**src/rtl/rps_vga_pkg.sv**
```systemverilog
// Shared types and constants for the rock-paper-scissors VGA display path.
package rps_vga_pkg;

    typedef enum logic [1:0] {
        IDLE  = 2'd0,
        RUN   = 2'd1,
        DRAIN = 2'd2,
        DONE  = 2'd3
    } blit_state_t;

    localparam int IMG_ROCK    = 0;
    localparam int IMG_SCISSOR = 1;
    localparam int IMG_PAPER   = 2;

    localparam logic [2:0] COL_BLACK = 3'b000;
    localparam logic [2:0] COL_GREEN = 3'b010;
    localparam logic [2:0] COL_WHITE = 3'b111;

endpackage

```
**src/rtl/rps_raster_counter.sv**
```systemverilog
// Column/row raster scan counter: column fastest, wraps to (0,0) after the last pixel.
module rps_raster_counter
    import rps_vga_pkg::*;
#(
    parameter int W  = 160,
    parameter int H  = 120,
    parameter int CW = 8,
    parameter int RW = 7
) (
    input  logic          CLOCK_50,
    input  logic          reset_n,
    input  logic          clear,
    input  logic          en,
    output logic [CW-1:0] col,
    output logic [RW-1:0] row,
    output logic          last
);

    logic [CW-1:0] col_reg;
    logic [RW-1:0] row_reg;
    logic          col_end;
    logic          row_end;

    assign col_end = (col_reg == CW'(W - 1));
    assign row_end = (row_reg == RW'(H - 1));

    always_ff @(posedge CLOCK_50 or negedge reset_n) begin
        if (!reset_n) begin
            col_reg <= '0;
            row_reg <= '0;
        end else if (clear) begin
            col_reg <= '0;
            row_reg <= '0;
        end else if (en) begin
            if (col_end) begin
                col_reg <= '0;
                row_reg <= row_end ? '0 : row_reg + 1'b1;
            end else begin
                col_reg <= col_reg + 1'b1;
            end
        end
    end

    assign col  = col_reg;
    assign row  = row_reg;
    assign last = col_end && row_end;

endmodule

```
**src/rtl/rps_sprite_blitter.sv**
```systemverilog
// Two-colour clipped image blitter into the vga_adapter plot port, start/busy/done handshake.
module rps_sprite_blitter
    import rps_vga_pkg::*;
#(
    parameter int SCREEN_W    = 160,
    parameter int SCREEN_H    = 120,
    parameter int SPR_W       = 160,
    parameter int SPR_H       = 120,
    parameter int NUM_IMG     = 3,
    parameter int COLOUR_BITS = 3,
    parameter int XW          = 8,
    parameter int YW          = 7,
    parameter int AW          = 15,
    localparam int SELW       = (NUM_IMG > 1) ? $clog2(NUM_IMG) : 1
) (
    input  logic                   CLOCK_50,
    input  logic                   reset_n,
    input  logic                   start,
    input  logic [SELW-1:0]        sel,
    input  logic [XW-1:0]          x0,
    input  logic [YW-1:0]          y0,
    input  logic [COLOUR_BITS-1:0] fg,
    input  logic [COLOUR_BITS-1:0] bg,
    input  logic                   transparent,
    output logic                   busy,
    output logic                   done,
    output logic [SELW-1:0]        rom_sel,
    output logic [AW-1:0]          rom_addr,
    input  logic                   rom_q,
    output logic [XW-1:0]          x,
    output logic [YW-1:0]          y,
    output logic [COLOUR_BITS-1:0] colour,
    output logic                   plot
);

    localparam int CW = (SPR_W > 1) ? $clog2(SPR_W) : 1;
    localparam int RW = (SPR_H > 1) ? $clog2(SPR_H) : 1;
    localparam logic [SELW:0] NUM_IMG_L = (SELW + 1)'(NUM_IMG);

    blit_state_t state_reg, state_next;
    logic        drain_reg;

    logic [SELW-1:0]        sel_reg;
    logic [XW-1:0]          x0_reg;
    logic [YW-1:0]          y0_reg;
    logic [COLOUR_BITS-1:0] fg_reg, bg_reg;
    logic                   transparent_reg;

    logic [CW-1:0] col;
    logic [RW-1:0] row;
    logic          scan_last;
    logic          scan_clear;
    logic          scan_en;

    // Issue stage: address register plus the matching screen coordinate.
    logic [AW-1:0] rom_addr_reg;
    logic [XW:0]   a_x_reg;
    logic [YW:0]   a_y_reg;
    logic          a_valid_reg;
    logic          a_last_reg;

    // Stage 1: coordinates travel alongside the ROM lookup.
    logic [XW:0]   s1_x_reg;
    logic [YW:0]   s1_y_reg;
    logic          s1_valid_reg;

    logic [XW-1:0]          x_reg;
    logic [YW-1:0]          y_reg;
    logic [COLOUR_BITS-1:0] colour_reg;
    logic                   plot_reg;

    assign scan_clear = (state_reg == IDLE);
    assign scan_en    = (state_reg == RUN) && !a_last_reg;

    rps_raster_counter #(
        .W  (SPR_W),
        .H  (SPR_H),
        .CW (CW),
        .RW (RW)
    ) u_scan (
        .CLOCK_50 (CLOCK_50),
        .reset_n  (reset_n),
        .clear    (scan_clear),
        .en       (scan_en),
        .col      (col),
        .row      (row),
        .last     (scan_last)
    );

    always_ff @(posedge CLOCK_50 or negedge reset_n) begin
        if (!reset_n) begin
            state_reg <= IDLE;
            drain_reg <= 1'b0;
        end else begin
            state_reg <= state_next;
            drain_reg <= (state_reg == DRAIN) ? ~drain_reg : 1'b0;
        end
    end

    // RUN holds until the register carrying the last address has been out for a cycle.
    always_comb begin
        state_next = state_reg;
        case (state_reg)
            IDLE:    if (start) state_next = RUN;
            RUN:     if (a_last_reg) state_next = DRAIN;
            DRAIN:   if (drain_reg) state_next = DONE;
            DONE:    state_next = IDLE;
            default: state_next = IDLE;
        endcase
    end

    always_ff @(posedge CLOCK_50 or negedge reset_n) begin
        if (!reset_n) begin
            sel_reg         <= '0;
            x0_reg          <= '0;
            y0_reg          <= '0;
            fg_reg          <= '0;
            bg_reg          <= '0;
            transparent_reg <= 1'b0;
            rom_addr_reg    <= '0;
            a_x_reg         <= '0;
            a_y_reg         <= '0;
            a_valid_reg     <= 1'b0;
            a_last_reg      <= 1'b0;
            s1_x_reg        <= '0;
            s1_y_reg        <= '0;
            s1_valid_reg    <= 1'b0;
            x_reg           <= '0;
            y_reg           <= '0;
            colour_reg      <= '0;
            plot_reg        <= 1'b0;
        end else begin
            if (state_reg == IDLE && start) begin
                sel_reg         <= ({1'b0, sel} >= NUM_IMG_L) ? SELW'(NUM_IMG - 1) : sel;
                x0_reg          <= x0;
                y0_reg          <= y0;
                fg_reg          <= fg;
                bg_reg          <= bg;
                transparent_reg <= transparent;
            end

            a_valid_reg <= scan_en;
            a_last_reg  <= scan_en && scan_last;
            if (scan_en) begin
                rom_addr_reg <= AW'(row) * AW'(SPR_W) + AW'(col);
                a_x_reg      <= {1'b0, x0_reg} + (XW + 1)'(col);
                a_y_reg      <= {1'b0, y0_reg} + (YW + 1)'(row);
            end

            s1_valid_reg <= a_valid_reg;
            s1_x_reg     <= a_x_reg;
            s1_y_reg     <= a_y_reg;

            if (s1_valid_reg) begin
                x_reg      <= s1_x_reg[XW-1:0];
                y_reg      <= s1_y_reg[YW-1:0];
                colour_reg <= rom_q ? fg_reg : bg_reg;
            end
            plot_reg <= s1_valid_reg
                        && (s1_x_reg < (XW + 1)'(SCREEN_W))
                        && (s1_y_reg < (YW + 1)'(SCREEN_H))
                        && (rom_q || !transparent_reg);
        end
    end

    assign busy     = (state_reg == RUN) || (state_reg == DRAIN);
    assign done     = (state_reg == DONE);
    assign rom_sel  = sel_reg;
    assign rom_addr = rom_addr_reg;
    assign x        = x_reg;
    assign y        = y_reg;
    assign colour   = colour_reg;
    assign plot     = plot_reg;

endmodule

```
**config.mk**
```make
export PLATFORM = sky130hd
export DESIGN_NAME = rps_sprite_blitter
export DESIGN_NICKNAME = d
export VERILOG_FILES = /design/src/rtl/rps_vga_pkg.sv /design/src/rtl/rps_raster_counter.sv /design/src/rtl/rps_sprite_blitter.sv
export SDC_FILE = /design/constraint.sdc
export NUM_CORES = 1
export LEC_CHECK = 0
export ABC_CLOCK_PERIOD_IN_PS = 7290
export CAP_MARGIN = 25
export CORE_MARGIN = 8
export CORE_UTILIZATION = 60
export DETAILED_ROUTE_END_ITERATION = 8
export GPL_TIMING_DRIVEN = 0
export PLACE_DENSITY = 0.85
export SYNTH_ARGS = -nofsm -noshare
export SYNTH_HDL_FRONTEND = slang
export SYNTH_SLANG_ARGS = --single-unit
```
**constraint.sdc**
```tcl
create_clock -name CLOCK_50 -period 7.29 [get_ports CLOCK_50]
set_input_delay 0.729 -clock CLOCK_50 [delete_from_list [all_inputs] [get_ports CLOCK_50]]
set_output_delay 0.729 -clock CLOCK_50 [all_outputs]
set_load 0.01 [all_outputs]
```
==> results.sh <==
export IMPL_drtAntennaViolNets=0
export IMPL_clock_sinks=113
export IMPL_synth_fp_nets=518
export IMPL_ios=66
export IMPL_grt_use_met2_pct=39.6
export IMPL_stdcell_area_mm2=0.00661
export IMPL_worst_pin_slew_ns=0.654
export IMPL_clock_latency_ns=0.51
export IMPL_cap_violations=0
export IMPL_clock_root_buffer="clkbuf_8"
export IMPL_p_leak_nw=3.09
export IMPL_max_slew_margin_pct=56.4
export IMPL_use_met3_pct=6.50
export IMPL_busiest_layer="met2"
export IMPL_crit_required_ns=7.72
export IMPL_row_count=34
export IMPL_vias_per_cell=5.82
export IMPL_drive_gt1_share_pct=14.4
export IMPL_synth_edf_count=0
export IMPL_grt_pass1_vias=4068
export IMPL_antenna_found_initial=0
export IMPL_max_vdd_ir_drop_uv=224
export IMPL_finalSetupTns_ns=0
export IMPL_htreeDepth=4
export IMPL_rsz0062_at_grt="false"
export IMPL_gr_total_overflow=0
export IMPL_clkSlewWorstSetupHoldPaths_ns=0.06
export IMPL_core_area_mm2=0.00855
export IMPL_initial_core_util_pct=60.7
export IMPL_ys_ff_latch=113
export IMPL_port_buffers=65
export IMPL_dr_pass1_iters=5
export IMPL_syn_area_mm2=0.00519
export IMPL_die_area_mm2=0.0119
export IMPL_grt_use_met1_pct=25.4
export IMPL_area_growth_pct=27.2
export IMPL_grt_pass1_wl_mm=20.5
export IMPL_crit_type="flop to flop"
export IMPL_critPathMaxFanout=7
export IMPL_worst_setup_path_end_kind="flop"
export IMPL_yosysSeqAreaShare_pct=54.5
export IMPL_drt_iter0_drc=163
export IMPL_async_flop_share_pct=100
export IMPL_power_density_mw_per_mm2=404
export IMPL_gp_congestion=0.864
export IMPL_r2r_cells=9
export IMPL_avgSynthCellArea_um2=11.5
export IMPL_largest_register_ffs=15
export IMPL_wl_per_cell_um=19.5
export IMPL_finalPower_w=0.00267
export IMPL_vias=3823
export IMPL_cts_resized=0
export IMPL_ys_warnings_count=0
export IMPL_syn_instance_count=451
export IMPL_hold_violations=0
export IMPL_grt_start_max_net_pins=65
export IMPL_status="complete, no violations"
export IMPL_yosysTopAreaCell="dfrtp_1"
export IMPL_wl_mm=12.8
export IMPL_num_antenna_cells=0
export IMPL_netlist_area_leader_share_pct=54.5
export IMPL_synth_most_common_cell="dfrtp_1"
export IMPL_dpl_cell_area_mm2=0.00600
export IMPL_synth_area_leaders="dfrtp_1, ha_1, mux2_2"
export IMPL_final_net_count=603
export IMPL_cts_hold_buf=0
export IMPL_dpl_hpwl_mm=8.03
export IMPL_synthTopCellsByCount="dfrtp_1, nand2_1, mux2_2, o21ai_0, ha_1"
export IMPL_setup_viol=0
export IMPL_period_share_pct=35.9
export IMPL_setup_worst_path_start_class="flop"
export IMPL_period_minus_slack_ns=2.62
export IMPL_drc=0
export IMPL_die_w_um=109
export IMPL_post_cts_setup_buffer_count=0
export IMPL_synth_cell_types=43
export IMPL_min_delay_path_class="primary input to asynchronous set/reset pin"
export IMPL_die_h_um=109
export IMPL_fmax_mhz=382
export IMPL_cts_tree="done"
export IMPL_grt_usage_pct=22.8
export IMPL_synth_main_ff_cell="dfrtp_1"
export IMPL_timing_final_max_slew_violations=0
export IMPL_fin_skew_ns=0.00631
export IMPL_numCtsBuffers=17
export IMPL_clockBufferDepth=2
export IMPL_cp_arrival_ns=3.05
[critical path: stages (launching register included)]
cell      delay (ns)
dfrtp_1         0.48
ha_1            0.34
ha_1            0.23
fa_1            0.41
a211oi_1        0.24
nor2_1          0.10
xor2_1          0.29
nand3_1         0.14
xor2_1          0.15
o21ai_0         0.15
[routing by layer]
metal	wire [um]	vias to the layer above
met5	0	-
met4	380	0
met3	764	39
met2	6730	148
met1	4930	1907
li1	-	1729
[cells in the final DEF, fill, tap and decap left out, types with 2 or more instances in the layout]
cell,count
a211oi_1,4
a21o_1,3
a21oi_1,16
a31oi_1,3
and3_1,3
buf_1,3
bufinv_16,3
clkbuf_1,10
clkbuf_16,16
clkbuf_8,3
clkdlybuf4s50_1,64
clkinv_2,2
clkinv_4,3
clkinvlp_4,3
dfrtp_1,113
fa_1,4
ha_1,35
inv_1,15
mux2_2,38
mux2i_1,5
nand2_1,55
nand2b_1,4
nand3_1,2
nand4_1,7
nor2_1,30
nor2b_1,7
nor3_1,5
o21a_1,3
o21ai_0,38
o31ai_1,4
or2_2,2
xnor2_1,7
xor2_1,19
[area by class of cell]
class	instances	area (um^2)
flip-flops and latches	113	2830
multi-input cells	309	2250
fillers	505	1950
repair buffers	66	676
clock buffers	20	445
clock inverters	12	158
well taps	108	135
inverters	16	60.1
plain buffers	13	50.0
[worst paths after layout]
check                                          start                       end  slack [ns]
hold reg to reg                a_valid_reg$_DFF_PN0_    s1_valid_reg$_DFF_PN0_        0.37
setup reg to reg           u_scan.row[1]$_DFFE_PN0P_  rom_addr[13]$_DFFE_PN0P_        4.67
max in group asynchronous                    reset_n     y0_reg[5]$_DFFE_PN0P_        6.31
min in group CLOCK_50          a_valid_reg$_DFF_PN0_    s1_valid_reg$_DFF_PN0_        0.37
hold / removal                               reset_n     x0_reg[4]$_DFFE_PN0P_        0.24
setup / recovery           u_scan.row[1]$_DFFE_PN0P_  rom_addr[13]$_DFFE_PN0P_        4.67
[power by group]
group	internal (W)	leakage [nW]	switching (W)
clock network	0.000540	0.287	0.000297
logic	0.000393	1.37	0.000437
registers	0.000865	1.43	0.000138
total	0.00180	3.09	0.000872
[cells by family after synthesis]
| family | Yosys count | synth area share [%] |
|---|---|---|
| adder cells (fa/ha/maj) | 39 | 9.98 |
| AND/OR/NAND/NOR | 126 | 11.6 |
| AO/OA/AOI/OAI | 75 | 8.22 |
| multiplexers | 43 | 9.21 |
| flip-flops | 113 | 54.5 |
| XOR/XNOR | 26 | 4.39 |
| buffers and inverters | 29 | 2.12 |
[metrics by stage]
stage	util (%)	instances	setup slack, ns	hold slack, ns
floorplan	-	451	4.98	0.331
global placement	69.9	624	1.48	0.333
detailed placement	70.2	625	4.75	0.342
CTS	77.2	657	4.70	0.255
global route	77.2	657	4.51	0.283
finish	77.2	657	4.67	0.243
(Power assumes the default switching activity.)
